[src/rtl/bcd_ctrl_pkg.sv]
// Shared definitions for the BCD counter controller: FSM state encoding,
// the largest legal BCD digit, and the digit sanitising helper.
package bcd_ctrl_pkg;

  typedef enum logic [1:0] {
    IDLE  = 2'd0,
    RUN   = 2'd1,
    PAUSE = 2'd2,
    DONE  = 2'd3
  } state_t;

  localparam logic [3:0] BCD_MAX = 4'd9;

  // Replace a non-BCD nibble (A-F) with a caller-chosen fill digit.
  function automatic logic [3:0] sanitise_digit(input logic [3:0] d,
                                                input logic [3:0] fill);
    return (d > BCD_MAX) ? fill : d;
  endfunction

endpackage

[src/rtl/bcd_digit.sv]
// One synchronous mod-10 digit. Load has priority over increment; the carry
// out is combinational so a whole cascade ripples within one clock.
module bcd_digit
  import bcd_ctrl_pkg::*;
(
  input  logic       clk,
  input  logic       clr,
  input  logic       ld,
  input  logic [3:0] ld_val,
  input  logic       inc,
  output logic [3:0] q,
  output logic       carry_out
);

  assign carry_out = inc & (q == BCD_MAX);

  // Digit register: clear, load, or advance with wrap 9 -> 0.
  always_ff @(posedge clk or negedge clr) begin
    // NOTE: state is updated with non-blocking assignments so every register
    // samples pre-edge values, independent of process ordering.
    if (!clr) begin
      q <= 4'd0;
    end else if (ld) begin
      q <= ld_val;
    end else if (inc) begin
      q <= (q == BCD_MAX) ? 4'd0 : q + 4'd1;
    end
  end

endmodule

[src/rtl/bcd_count_ctrl.sv]
// Controller for a cascade of BCD digit counters: start/stop/load command
// decode, tick-paced stepping, programmable terminal count with wrap or halt.
module bcd_count_ctrl
  import bcd_ctrl_pkg::*;
#(
  parameter int DIGITS      = 4,
  parameter int AUTO_RELOAD = 0
) (
  input  logic                clk,
  input  logic                clr,
  input  logic                cmd_start,
  input  logic                cmd_stop,
  input  logic                cmd_load,
  input  logic [4*DIGITS-1:0] load_val,
  input  logic [4*DIGITS-1:0] limit,
  input  logic                tick_en,
  output logic [4*DIGITS-1:0] count,
  output logic                running,
  output logic                done,
  output logic                tc
);

  localparam int W = 4 * DIGITS;

  state_t         state, state_nxt;
  logic [W-1:0]   limit_s, load_s, inc_val;
  logic [DIGITS:0] nines;   // nines[i]: all digits below i are 9
  logic [DIGITS:0] carry;   // increment enable rippling up the cascade
  logic           do_load, do_zero, do_step, tc_nxt, reload_hit;

  // Sanitise presets (bad digit -> 0) and the limit (bad digit -> 9).
  always_comb begin
    for (int i = 0; i < DIGITS; i++) begin
      load_s[4*i +: 4]  = sanitise_digit(load_val[4*i +: 4], 4'd0);
      limit_s[4*i +: 4] = sanitise_digit(limit[4*i +: 4], BCD_MAX);
    end
  end

  // The value count would take after one step, used for the terminal compare.
  assign nines[0] = 1'b1;
  for (genvar i = 0; i < DIGITS; i++) begin : g_inc
    assign nines[i+1] = nines[i] & (count[4*i +: 4] == BCD_MAX);
    assign inc_val[4*i +: 4] = !nines[i]                     ? count[4*i +: 4] :
                               (count[4*i +: 4] == BCD_MAX) ? 4'd0 :
                                                              count[4*i +: 4] + 4'd1;
  end

  // With auto-reload, a step taken while sitting on a nonzero limit returns to 0.
  assign reload_hit = (AUTO_RELOAD != 0) && (count == limit_s) && (limit_s != '0);

  // Command decode and next-state selection; load > stop > start.
  always_comb begin
    // NOTE: every signal gets a default first so no path leaves it unassigned
    // and no latch is inferred.
    state_nxt = state;
    do_load   = 1'b0;
    do_zero   = 1'b0;
    do_step   = 1'b0;
    tc_nxt    = 1'b0;
    if (cmd_load) begin
      do_load   = 1'b1;
      state_nxt = IDLE;
    end else begin
      case (state)
        IDLE, PAUSE: begin
          if (!cmd_stop && cmd_start) state_nxt = RUN;
        end
        RUN: begin
          if (cmd_stop) begin
            state_nxt = PAUSE;
          end else if (tick_en) begin
            if (reload_hit) begin
              do_zero = 1'b1;
            end else begin
              do_step = 1'b1;
              if (inc_val == limit_s) begin
                tc_nxt = 1'b1;
                if (AUTO_RELOAD == 0) state_nxt = DONE;
              end
            end
          end
        end
        DONE: begin
          if (!cmd_stop && cmd_start) begin
            do_zero   = 1'b1;
            state_nxt = RUN;
          end
        end
        default: state_nxt = IDLE;
      endcase
    end
  end

  assign carry[0] = do_step;

  for (genvar i = 0; i < DIGITS; i++) begin : g_digit
    bcd_digit u_digit (
      .clk       (clk),
      .clr       (clr),
      .ld        (do_load | do_zero),
      .ld_val    (do_load ? load_s[4*i +: 4] : 4'd0),
      .inc       (carry[i]),
      .q         (count[4*i +: 4]),
      .carry_out (carry[i+1])
    );
  end

  // State and registered status flags.
  always_ff @(posedge clk or negedge clr) begin
    if (!clr) begin
      state   <= IDLE;
      running <= 1'b0;
      done    <= 1'b0;
      tc      <= 1'b0;
    end else begin
      state   <= state_nxt;
      running <= (state_nxt == RUN);
      done    <= (state_nxt == DONE);
      tc      <= tc_nxt;
    end
  end

endmodule

[config.mk]
export PLATFORM = sky130hd
export DESIGN_NAME = bcd_count_ctrl
export DESIGN_NICKNAME = d
export VERILOG_FILES = /design/src/rtl/bcd_ctrl_pkg.sv /design/src/rtl/bcd_digit.sv /design/src/rtl/bcd_count_ctrl.sv
export SDC_FILE = /design/constraint.sdc
export NUM_CORES = 1
export LEC_CHECK = 0
export CAP_MARGIN = 15
export CORE_ASPECT_RATIO = 0.6
export CORE_UTILIZATION = 35
export CTS_CLUSTER_SIZE = 16
export DETAILED_ROUTE_END_ITERATION = 10
export GPL_TIMING_DRIVEN = 0
export PLACE_DENSITY_LB_ADDON = 0.15
export SLEW_MARGIN = 25
export SYNTH_ARGS = -nofsm -noshare
export SYNTH_HDL_FRONTEND = slang
export SYNTH_SLANG_ARGS = --single-unit
[constraint.sdc]
create_clock -name clk -period 2.7 [get_ports clk]
set_input_delay 0.27 -clock clk [delete_from_list [all_inputs] [get_ports clk]]
set_output_delay 0.27 -clock clk [all_outputs]
set_load 0.02 [all_outputs]
======== After elaboration in Yosys (flattened, before gate mapping) ========
Cells that the tools add are included.
storage, ports and cells
  register bits ........................... 21
  word-level logic and storage cells ...... 90
cells by class
  magnitude comparators ................... 8
  bitwise gates (word level) .............. 6
  reduce and logical (&&, ||, !) cells .... 8
  equality and inequality tests ........... 10
  add/sub/neg operators ................... 4
  mux-type cells .......................... 46
operators with widths
  cell                                                  count
  2-to-1 mux 4 bit                                      27
  > comparator 4 bit (second input constant)            8
  adder 4 x 1 -> 4 bit (second input constant)          4
  equality test 16 bit                                  1
  equality test 4 bit (second input constant)           4
  2-to-1 mux 1 bit                                      13
  2-to-1 mux 2 bit                                      5
  nonzero test 2 bit                                    4
  equality test 2 bit (second input constant)           3
  AND 1 bit                                             5
  equality test 2 x 1 -> 1 bit (second input constant)  2
  one-hot mux 2 bit (2 select lines)                    1
  OR reduction 3 bit                                    1
  zero test 2 bit                                       1
  logical AND 1 bit                                     1
  zero test 1 bit                                       1
  OR 1 bit                                              1

======== Logic depth before layout (Yosys ltp) ========
Gate-level depths: netlist of the first run.
  word-level depth ........................ 11
  gate-level depth with buffers ........... 10
  gate-level depth less buffers ........... 7

======== By module ========
Synthesis of the first run repeated with hierarchy kept, for this count alone.
second synthesis, totals
  cells, all modules ...................... 273
  area total of the unflattened synthesis .. 2147.1 um2
modules (own cells, without submodules)
  module          seq. area each (um2)  times used  area an instance (um2)  cells an instance
  bcd_count_ctrl  125.1                 1           1261.2                  177
  bcd_digit       100.1                 4           221.5                   24

======== Least setup slack after synthesis of the first run ========
OpenSTA, ideal clock, no wires.
  path type ............................... register to register
  start point ............................. register g_digit[1].u_digit.q[1]
  end point ............................... register running
  cell stages (with the launch flop) ...... 10
  setup time .............................. 126 ps
  setup slack ............................. 433 ps
  arrival ................................. 2141 ps
  cell sequence ........................... dfrtp_1 buf_2 nor4bb_4 and2_4 buf_6 nand3_2 mux2i_1 xnor2_1 nand4_2 o311a_1
on the way
  cells in the longest elaborated chain, start to end .. 11
  elaborated cells between the ends (all ways) .. 15
  those cells by class .................... 1 x add/sub; 3 x eq/ne; 9 x mux; 2 x bitwise
RTL lines
  element                                                       RTL line               source
  from (decl)                                                   bcd_digit.sv:11        output logic [3:0] q,
  from (signal assigned)                                        bcd_digit.sv:24        q <= ld_val;
  from (signal assigned)                                        bcd_digit.sv:26        q <= (q == BCD_MAX) ? 4'd0 : q + 4'd1;
  branches (longest 4 deep; another with adder 4 x 1 -> 4 bit)  --
  equality test 16 bit *                                        bcd_count_ctrl.sv:76   if (inc_val == limit_s) begin
  2-to-1 mux 2 bit *                                            bcd_count_ctrl.sv:76
  2-to-1 mux 2 bit *                                            bcd_count_ctrl.sv:71   end else if (tick_en) begin
  2-to-1 mux 2 bit *                                            bcd_count_ctrl.sv:69   if (cmd_stop) begin
  one-hot mux 2 bit (2 select lines) *                          bcd_count_ctrl.sv:64   case (state)
  2-to-1 mux 2 bit *                                            bcd_count_ctrl.sv:60   if (cmd_load) begin
  equality test 2 x 1 -> 1 bit *                                bcd_count_ctrl.sv:117  running <= (state_nxt == RUN);
  to (signal assigned)                                          bcd_count_ctrl.sv:117
  to (decl)                                                     bcd_count_ctrl.sv:18   output logic running,
Every way passes the cells marked *.
A chain may end at the register's enable or synchronous reset.

======== Worst setup path in the final report of the first run ========
  start point ............................. register g_digit[0].u_digit.q[2]
  end point ............................... register running
on the way
  cells in the longest elaborated chain, start to end .. 11
  elaborated cells between the ends (all ways) .. 15
  those cells by class .................... 1 x add/sub; 3 x eq/ne; 9 x mux; 2 x bitwise
RTL lines
  element                               RTL line                                    source
  from (decl)                           bcd_digit.sv:11
  from (signal assigned)                bcd_digit.sv:24
  from (signal assigned)                bcd_digit.sv:26
  equality test 4 bit                   bcd_count_ctrl.sv:42, bcd_count_ctrl.sv:44
  AND 1 bit (2 in a row)                bcd_count_ctrl.sv:42                        assign nines[i+1] = nines[i] & (count[4*i +: 4] == BCD_MAX);
  2-to-1 mux 4 bit                      bcd_count_ctrl.sv:43                        assign inc_val[4*i +: 4] = !nines[i] ? count[4*i +: 4] :
  equality test 16 bit *                bcd_count_ctrl.sv:76
  2-to-1 mux 2 bit *                    bcd_count_ctrl.sv:76
  2-to-1 mux 2 bit *                    bcd_count_ctrl.sv:71
  2-to-1 mux 2 bit *                    bcd_count_ctrl.sv:69
  one-hot mux 2 bit (2 select lines) *  bcd_count_ctrl.sv:64
  2-to-1 mux 2 bit *                    bcd_count_ctrl.sv:60
  equality test 2 x 1 -> 1 bit *        bcd_count_ctrl.sv:117
Every way passes the cells marked *; elsewhere a longest branch is shown, timed or not.

==> flow_summary_export.csv, run 1 <==
group,metric,value,unit
outcome,status,"finished, violations left",
outcome,violations,"design-rule violations",
clock_tree,cts.htree.levels,1,
floorplan,start_util,37.5,%
detailed_routing,antenna_left,0,
clock_tree,cts_setup_buffers,0,
clock_tree,cts_tree,"done",
floorplan,die_w,98.4,µm
setup_path,crit_path_frequent_cell,"buf_6",
power_and_ir_drop,p_sw,0.000428,W
timing,setup_viol,0,
timing,min_period,2.40,ns
setup_path,critical-path-top-delay-family,"compound AO/OA/AOI/OAI gates",
timing,relSlewSlack,64.3,%
clock_tree,clk_latency,0.27,ns
power_and_ir_drop,vdd_drop_max,0.213,mV
synthesis,synthesis.area,1950,µm²
run,maxCapViolCount,0,
synthesis,synth_cells,255,
synthesis,ys.flop_type,"dfrtp_1",
timing,maxSlewViolCount,0,
setup_path,worst-setup-path-type,"reg -> reg",
detailed_routing,avgViaCountPerCell,5.52,
clock_tree,cts.sinks,21,
timing,post-route-period-util,88.8,%
detailed_routing,num_vias,2104,
setup_path,rr_startpoint,"g_digit[0].u_digit.q[2]",
power_and_ir_drop,internal_power,0.000691,W
power_and_ir_drop,power,0.00112,W
layout,drive_above_1_share,8.25,%
detailed_routing,drtIter0Drc,173,
layout,final_cell_mix,"54 x clkdlybuf4s50_1, 31 x nand2_1, 26 x nor2_1, 24 x a21oi_1, 21 x dfrtp_1",
setup_path,timing.critical_path.cells,"buf_6, nor4bb_1, buf_4, and2_4, buf_6, nand2_2, mux2i_1, xnor2_1, o2111ai_2, o311a_1",
min_path,hold_start,"cmd_load",
timing,tns,0,ns
setup_path,end_kind,"flop",
timing,hold_violations,0,
placement,place_congestion,0.885,
global_routing,grt.busiest_layer,"met1",
placement,numPortBuffers,55,
power_and_ir_drop,power_leakage,1.01,nW
clock_tree,cts_root_buffer,"clkbuf_8",
detailed_routing,avgRoutedWirePerCell,15.2,µm
global_routing,use_met3,5.50,%
floorplan,die_area,5890,µm²
setup_path,cp.arrival,2.55,ns
placement,hpwl,4460,µm
detailed_routing,dr.pass1.iters,7,
timing,clock_skew,0.00832,ns
synthesis,yosysTopAreaCell,"dfrtp_1",
global_routing,grt_pass1_vias,1888,
synthesis,syn_avg_cell_area,7.65,µm²
timing,max_clock_freq,417,MHz
global_routing,grt_util_met1,32.3,%
power_and_ir_drop,swShare,38.2,%
global_routing,antenna_found_initial,0,
layout,nets,354,
detailed_routing,totalWireLength,5810,µm
setup_path,slowest_stage,"dfrtp_1",
global_routing,overflow,0,
power_and_ir_drop,power_density,425,nW/µm²
timing,worst_pin_slew,0.535,ns
layout,area_growth,35.1,%
detailed_routing,drc,4,
min_path,hp-class,"in -> reg",
setup_path,crit_buf_inv,3,
synthesis,synth-seq-cells,21,
synthesis,synth_edf_count,0,
synthesis,synth_warnings,0,
power_and_ir_drop,seq_power_share,34.9,%
layout,antenna_cells,0,
setup_path,slowest_delay,0.40,ns
floorplan,core,5200,µm²
synthesis,synthTopCellsByArea,"dfrtp_1 27%, xnor2_1 6.7%, a21oi_1 6.2%, nand2_1 6.0%, nor2_1 5.0%",
setup_path,startpoint_type,"flop",
global_routing,track_usage,20.8,%
synthesis,synth_top_cell_area_share,26.9,%
power_and_ir_drop,comb_power_share,45.6,%
global_routing,grt_start_max_net_pins,22,
clock_tree,clockBufferDepth,2,
power_and_ir_drop,pwr-share-clk,19.4,%
setup_path,required,2.85,ns
floorplan,rows,20,
synthesis,seq_area_frac_synth,26.9,%
synthesis,yosysUniqueCellTypes,59,
global_routing,grt_pass1_wl,9450,µm
global_routing,grtUsageMet2,29.0,%
floorplan,die_h,59.8,µm
synthesis,syn-num-nets,293,
floorplan,ios,57,
setup_path,critical_path.max_fanout,9,
synthesis,async_flop_share,100,%
setup_path,startpoint,"g_digit[0].u_digit.q[2]",
clock_tree,clkSlewWorstSetupHoldPaths,0.09,ns
layout,mostFrequentLayoutCell,"clkdlybuf4s50_1",
timing,rsz0062_at_grt,"false",
clock_tree,cts_buffers,3,
[cells in the mapped netlist, types with 2 or more instances]
cell / n
dfrtp_1: 21
buf_4: 2
buf_6: 3
a32oi_1: 2
a22o_1: 2
nand2_1: 31
nand2b_1: 3
o22ai_1: 2
mux2i_1: 4
buf_2: 4
inv_1: 8
a32o_1: 2
nor3_1: 9
nor2_1: 26
nor3b_1: 2
nor2b_1: 8
a21oi_1: 24
clkbuf_1: 4
nand4bb_1: 2
o31ai_1: 5
o211ai_1: 5
xor2_1: 2
xnor2_1: 15
o21ai_0: 17
o21ai_1: 6
o21a_1: 3
a31oi_1: 5
nand3_1: 7
[kinds of logic (layout without fill, tap and decap cells)]
family,Yosys count,after routing,synth area share (%)
and+or+nand+nor,104,104,28.5
DFF,21,21,26.9
xor gates and xnor gates,17,17,7.63
buffers and inverters,23,83,6.22
muxes,4,4,2.05
AOI/OAI and AO/OA,86,86,28.6
[power by group through the flow]
stage          registers, W  logic [W]  clock network [W]
3_5_place_dp       0.000395   0.000504                  0
3_3_place_gp       0.000396   0.000501                  0
2_1_floorplan      0.000421   0.000281                  0
5_1_grt            0.000395   0.000554           0.000243
6_report           0.000391   0.000511           0.000218
4_1_cts            0.000389   0.000508           0.000229
[routing by layer]
metal  vias to the layer above  share of wire [%]
li1                       1051                  -
met2                        87                 38
met4                         0                  0
met3                         0                8.7
met5                         -                  0
met1                       966                 53
[tightest hold or removal path, stage by stage]
cell and delay [ns]:
clkbuf_1 0.24, nand3_1 0.15, a21oi_1 0.06
[timing repair]
item,in CTS,in global routing
hold endpoints to repair,21,0
hold buffers,1,0
gates resized for setup,0,0
[final timing paths]
kind | to | slack (ns) | cells after the start
setup reg to reg | running | 0.30 | 10
min in group asynchronous | g_digit[1].u_digit.q[2] | 0.51 | 2
max in group asynchronous | tc | 1.84 | 2
setup / recovery | running | 0.30 | 10
hold / removal | g_digit[0].u_digit.q[3] | 0.49 | 3
hold reg to reg | g_digit[2].u_digit.q[2] | 0.62 | 1
[metrics by stage]
step | cell area [µm²] | utilization, % | std cells | hold slack (ns) | worst slack [ns]
floorplan | 1950 | - | 255 | -0.0256 | 0.433
global placement | 2580 | 49.6 | 376 | 0.589 | 0.165
detailed placement | 2580 | 49.5 | 376 | 0.279 | 0.168
CTS | 2640 | 50.6 | 381 | 0.482 | 0.292
global route | 2640 | 50.6 | 381 | 0.544 | 0.143
finish | 2640 | 50.6 | 381 | 0.493 | 0.303
[layout make-up]
cell class,instances,area (µm²)
Fill cell,500,2570
Multi-Input combinational cell,211,1300
Timing Repair Buffer,56,556
Sequential cell,21,526
Buffer,13,83.8
Tap cell,66,82.6
Clock buffer,3,41.3
Inverter,10,37.5
Clock inverter,1,5.00
[registers in the layout, summed over array words and instances (netlist names)]
signal	count
done	1
tc	1
running	1
state	2
g_digit.u_digit.q	16
Power figures use the tool's default switching activity.
==> run 2, diff against run 1 <==
--- a/config.mk
+++ b/config.mk
@@ -12,6 +12,7 @@
 export DETAILED_ROUTE_END_ITERATION = 10
 export GPL_TIMING_DRIVEN = 0
 export PLACE_DENSITY_LB_ADDON = 0.15
+export RECOVER_POWER = 50
 export SLEW_MARGIN = 25
 export SYNTH_ARGS = -nofsm -noshare
 export SYNTH_HDL_FRONTEND = slang
==> run 2 against run 1 <==
Net effect: the run still ends with design-rule violations left; die area unchanged; cell count unchanged; utilization about the same; sequential cell count is the same; final area about the same; worst hold slack barely moved; non-clock buffer count unchanged; global-route usage stayed put; clock skew grew 0.00061 ns; first-iteration DRC count fell by 1.2%; register-to-register slack about the same; via count barely moved; critical path type unchanged.
==> flow_summary_export.csv, run 2 (synthesized netlist as in run 1, its figures left out) <==
group,metric,value,unit
setup_path,critical-path-top-delay-family,"compound AO/OA/AOI/OAI gates",
setup_path,startpoint_type,"flop",
detailed_routing,dr.pass1.iters,7,
timing,post-route-period-util,88.8,%
min_path,hp-class,"in -> reg",
layout,drive_above_1_share,7.94,%
timing,hold_ws,0.493,ns
placement,hpwl,4460,µm
floorplan,core,5200,µm²
timing,setup_ws,0.303,ns
power_and_ir_drop,swShare,38.3,%
run,maxCapViolCount,0,
setup_path,crit_buf_inv,3,
detailed_routing,avgViaCountPerCell,5.53,
timing,max_clock_freq,417,MHz
timing,setup_viol,0,
clock_tree,clkSlewWorstSetupHoldPaths,0.09,ns
setup_path,timing.critical_path.cells,"buf_6, nor4bb_1, buf_4, and2_4, buf_6, nand2_2, mux2i_1, xnor2_1, o2111ai_2, o311a_1",
floorplan,start_util,37.5,%
setup_path,crit_path_frequent_cell,"buf_6",
detailed_routing,totalWireLength,5790,µm
timing,maxSlewViolCount,0,
layout,top_register,"g_digit.u_digit.q",
power_and_ir_drop,power_leakage,1.02,nW
setup_path,slowest_delay,0.40,ns
clock_tree,clockBufferDepth,2,
detailed_routing,avgRoutedWirePerCell,15.2,µm
timing,hold_violations,0,
floorplan,die_h,59.8,µm
floorplan,die_area,5890,µm²
layout,antenna_cells,0,
layout,final_cell_mix,"45 x clkdlybuf4s50_1, 31 x nand2_1, 26 x nor2_1, 24 x a21oi_1, 21 x dfrtp_1",
power_and_ir_drop,comb_power_share,45.4,%
timing,min_period,2.40,ns
power_and_ir_drop,seq_power_share,35.0,%
clock_tree,cts_buffers,3,
clock_tree,cts_root_buffer,"clkbuf_8",
layout,mostFrequentLayoutCell,"clkdlybuf4s50_1",
outcome,status,"finished, violations left",
global_routing,grt_pass1_wl,9450,µm
clock_tree,cts.sinks,21,
power_and_ir_drop,pwr-share-clk,19.6,%
layout,reg.largest.list,"g_digit.u_digit.q: 16 flops, state: 2 flops",
setup_path,cp.arrival,2.55,ns
power_and_ir_drop,internal_power,0.000687,W
setup_path,critical_path.max_fanout,9,
placement,place_congestion,0.885,
power_and_ir_drop,p_sw,0.000427,W
clock_tree,cts.htree.levels,1,
power_and_ir_drop,vdd_drop_max,0.213,mV
placement,pre_cts_slack,0.168,ns
global_routing,overflow,0,
layout,area_growth,35.0,%
timing,clock_skew,0.00892,ns
floorplan,ios,57,
clock_tree,clk_latency,0.27,ns
global_routing,grt_pass1_vias,1888,
power_and_ir_drop,power_density,423,nW/µm²
global_routing,grt_start_max_net_pins,22,
detailed_routing,antenna_left,0,
layout,nets,354,
setup_path,required,2.85,ns
layout,fin_util,50.6,%
timing,worst_pin_slew,1.28,ns
detailed_routing,drtIter0Drc,171,
setup_path,end_kind,"flop",
layout,largest_reg_flops,16,
timing,tns,0,ns
timing,rsz0062_at_grt,"false",
setup_path,slowest_stage,"dfrtp_1",
detailed_routing,num_vias,2106,
placement,numPortBuffers,55,
clock_tree,post_cts_resized,0,
power_and_ir_drop,power,0.00111,W
global_routing,antenna_found_initial,0,
global_routing,track_usage,20.8,%
detailed_routing,drc,4,
floorplan,rows,20,
timing,relSlewSlack,14.8,%
floorplan,die_w,98.4,µm
setup_path,worst-setup-path-type,"reg -> reg",
outcome,violations,"design-rule violations",
clock_tree,cts_tree,"done",
==> run 2: changes by cell type in the layout (fill, tap and decap cells not counted), sizes merged <==
cell,before,now
dlygate4sd3,1,10
clkdlybuf4s50,54,45
clkbuf,7,8
buf,10,9
==> run 2: repair_timing <==
item	4_1_cts	5_1_grt
hold buffers	1	0
hold endpoints to repair	21	0
buffers inserted	0	0
==> run 2: worst paths after layout <==
kind | from | end | slack (ns) | cells after the start
worst max-delay path | g_digit[0].u_digit.q[2] | running | 0.30 | 10
worst min-delay path | cmd_load | g_digit[0].u_digit.q[3] | 0.49 | 3
worst max register to register | g_digit[0].u_digit.q[2] | running | 0.30 | 10
worst min register to register | g_digit[2].u_digit.q[2] | g_digit[2].u_digit.q[2] | 0.62 | 1
max in group asynchronous | clr | tc | 1.15 | 2
min in group asynchronous | clr | g_digit[1].u_digit.q[2] | 0.79 | 2
==> run 2: layout make-up <==
class	instances	area (µm²)
timing repair buffer	56	554
buffer	13	83.8
fill	501	2570
clock inverter	1	5.00
multi-input combinational	211	1300
inverter	10	37.5
tap	66	82.6
sequential	21	526
clock buffer	3	41.3
==> run 2: power groups by stage <==
stage               combinational (W)  clock, W  sequential [W]
floorplan                    0.000281         0        0.000421
detailed placement           0.000504         0        0.000395
CTS                          0.000508  0.000229        0.000389
global route                 0.000551  0.000243        0.000395
global placement             0.000501         0        0.000396
finish                       0.000506  0.000218        0.000390
==> run 2: stage by stage <==
stage	std cells	instance area, µm²
detailed placement	376	2580
global placement	376	2580
finish	381	2630
floorplan	255	1950
global route	381	2630
CTS	381	2640
==> run 2: worst min-delay path, cell delays in order <==
cell      delay (ns)
clkbuf_1        0.24
nand3_1         0.16
a21oi_1         0.06
==> run 2: layer usage <==
metal | GRT usage (%) | routed length (µm)
met5 | 0 | 0
met4 | 2.56 | 19
met3 | 5.50 | 529
met2 | 29.0 | 2180
met1 | 32.3 | 3060
==> patch 1: new RTL, flow settings as in run 1 <==
Set the parameter `DIGITS` to 8 (it was 4).
--- a/src/rtl/bcd_count_ctrl.sv
+++ b/src/rtl/bcd_count_ctrl.sv
@@ -5,3 +5,3 @@
 #(
-  parameter int DIGITS      = 4,
+  parameter int DIGITS      = 8,
   parameter int AUTO_RELOAD = 0
Ports: changed (resized count, limit and load_val); port bits go from 57 to 105. No check against the original RTL was run, so the function may have changed too.
==> patch 1 against run 1 <==
- die area grew 110%
- total power grew to 2.7 times the old value
- wire length grew to 2.8 times the old value
- final area grew 130%
- sequential cell count is 16 higher
- sequential power is 100% higher
- area after synthesis rose by 120%
- first-iteration DRC count increased to 2.5 times the old value
- worst setup slack worse by 0.28 ns
==> patch 1: results (changes against run 1) <==
Parameter                              Value

Run status
  Outcome ... finished, final reports clean

GRT
  Global-route track usage on met3 ... 6.05% (+0.55 points)
  Met2 track demand over resource in global routing ... 36.1% (+7.1 points)
  Pin count of the biggest net entering global routing ... 28 (+27%)
  Via count of the first global-routing pass ... 4576 (+140%)
  Met1 Usage GRT ... 39.1% (+6.8 points)

Timing
  Hold WS ... 0.406 ns (-0.0876 ns)

CTS
  Gates resized, CTS repair ... 25 (+25)
  H-tree depth ... 2 (+1)

Layout
  Area fraction of clock buffers and clock inverters ... 2.83% (+1.1 points)
  Inverters excl. clock ... 14 (+4)
  Multi-input gate count ... 486 (+130%)
  Seq area share ... 15.5% (-4.4 points)
  Fraction of area in multi-input gates ... 53.6% (+4.1 points)
  Share of final-layout standard cells stronger than drive strength 1 ... 15.2% (+6.9 points)
  Top Registers ... g_digit.u_digit.q: 32 flops, state: 2 flops

Place
  Total placed instance area ... 0.00544 mm2 (+110%)
  Gpl congestion ... 0.924 (+4.4%)

Setup path
  Maximum fanout along the worst path ... 5 (-4)
  Largest stage delay on the critical path ... 0.44 ns (+0.04 ns)
  Critical-path top delay cell ... sky130_fd_sc_hd__nor4_4
  Critical path data arrival time ... 2.87 ns (+0.32 ns)
  Setup slack, reg-to-reg ... 0.02 ns (-0.28 ns)

Power and ir drop
  Power Internal ... 0.00178 W (+160%)
  Leakage power of the design ... 2.21 nW (+120%)

Drt
  Initial DRC count ... 437 (+150%)

Hold path
  Class of the tightest hold or removal check ... in -> async

Synthesis
  Mean instance size in the synthesized netlist ... 7.32 um2 (-4.3%)
  Top cells by count, synth ... sky130_fd_sc_hd__nand2_1 (57), sky130_fd_sc_hd__o21ai_0 (57), sky130_fd_sc_hd__nor2_1 (49), sky130_fd_sc_hd__a21oi_1 (45), sky130_fd_sc_hd__dfrtp_1 (37)
  Sequential area share after synthesis ... 22.0% (-4.9 points)
  Syn Nets ... 644 (+120%)
  Distinct cell type count after synthesis ... 74 (+25%)
## patch 1: stage by stage
stage	worst slack, ns	utilization, %	power (W)	setup TNS [ns]	instances
2_1_floorplan	0.00726	-	0.00160	0	574
3_3_place_gp	-0.520	47.2	0.00209	-3.39	835
3_5_place_dp	-0.541	47.4	0.00212	-3.96	836
4_1_cts	0.00462	50.9	0.00293	0	859
5_1_grt	-0.102	52.7	0.00318	-0.328	872
6_report	0.0201	52.7	0.00301	0	872
## patch 1: worst paths after layout
path	cells past startpoint	from	end
max	8	g_digit[0].u_digit.q[1]$_DFFE_PN0P_	running$_DFF_PN0_
min	2	clr	g_digit[2].u_digit.q[1]$_DFFE_PN0P_
max reg2reg	8	g_digit[0].u_digit.q[1]$_DFFE_PN0P_	running$_DFF_PN0_
min reg2reg	1	g_digit[4].u_digit.q[2]$_DFFE_PN0P_	g_digit[4].u_digit.q[2]$_DFFE_PN0P_
max in group asynchronous	3	clr	g_digit[7].u_digit.q[2]$_DFFE_PN0P_
min in group clk	3	load_val[3]	g_digit[0].u_digit.q[3]$_DFFE_PN0P_
## patch 1: layer usage
layer,up-vias,wire [um]
met5,-,0
met4,0,247
met3,23,1440
met2,243,6570
met1,2444,8120
li1,2427,-
## patch 1: power by group through the flow
stage | Clock [W] | Combinational (W) | Sequential (W)
6_report | 0.000716 | 0.00150 | 0.000788
5_1_grt | 0.000748 | 0.00162 | 0.000805
4_1_cts | 0.000728 | 0.00143 | 0.000776
3_5_place_dp | 0 | 0.00137 | 0.000751
3_3_place_gp | 0 | 0.00134 | 0.000750
2_1_floorplan | 0 | 0.000781 | 0.000818
## patch 1: cells by family after synthesis
kind of cell,after synthesis,synth area share [%]
simple gates,259,35.1
compound gates,195,29.9
xor+xnor,21,4.56
flops,37,22.0
buf+inv,51,5.54
mux,11,2.83
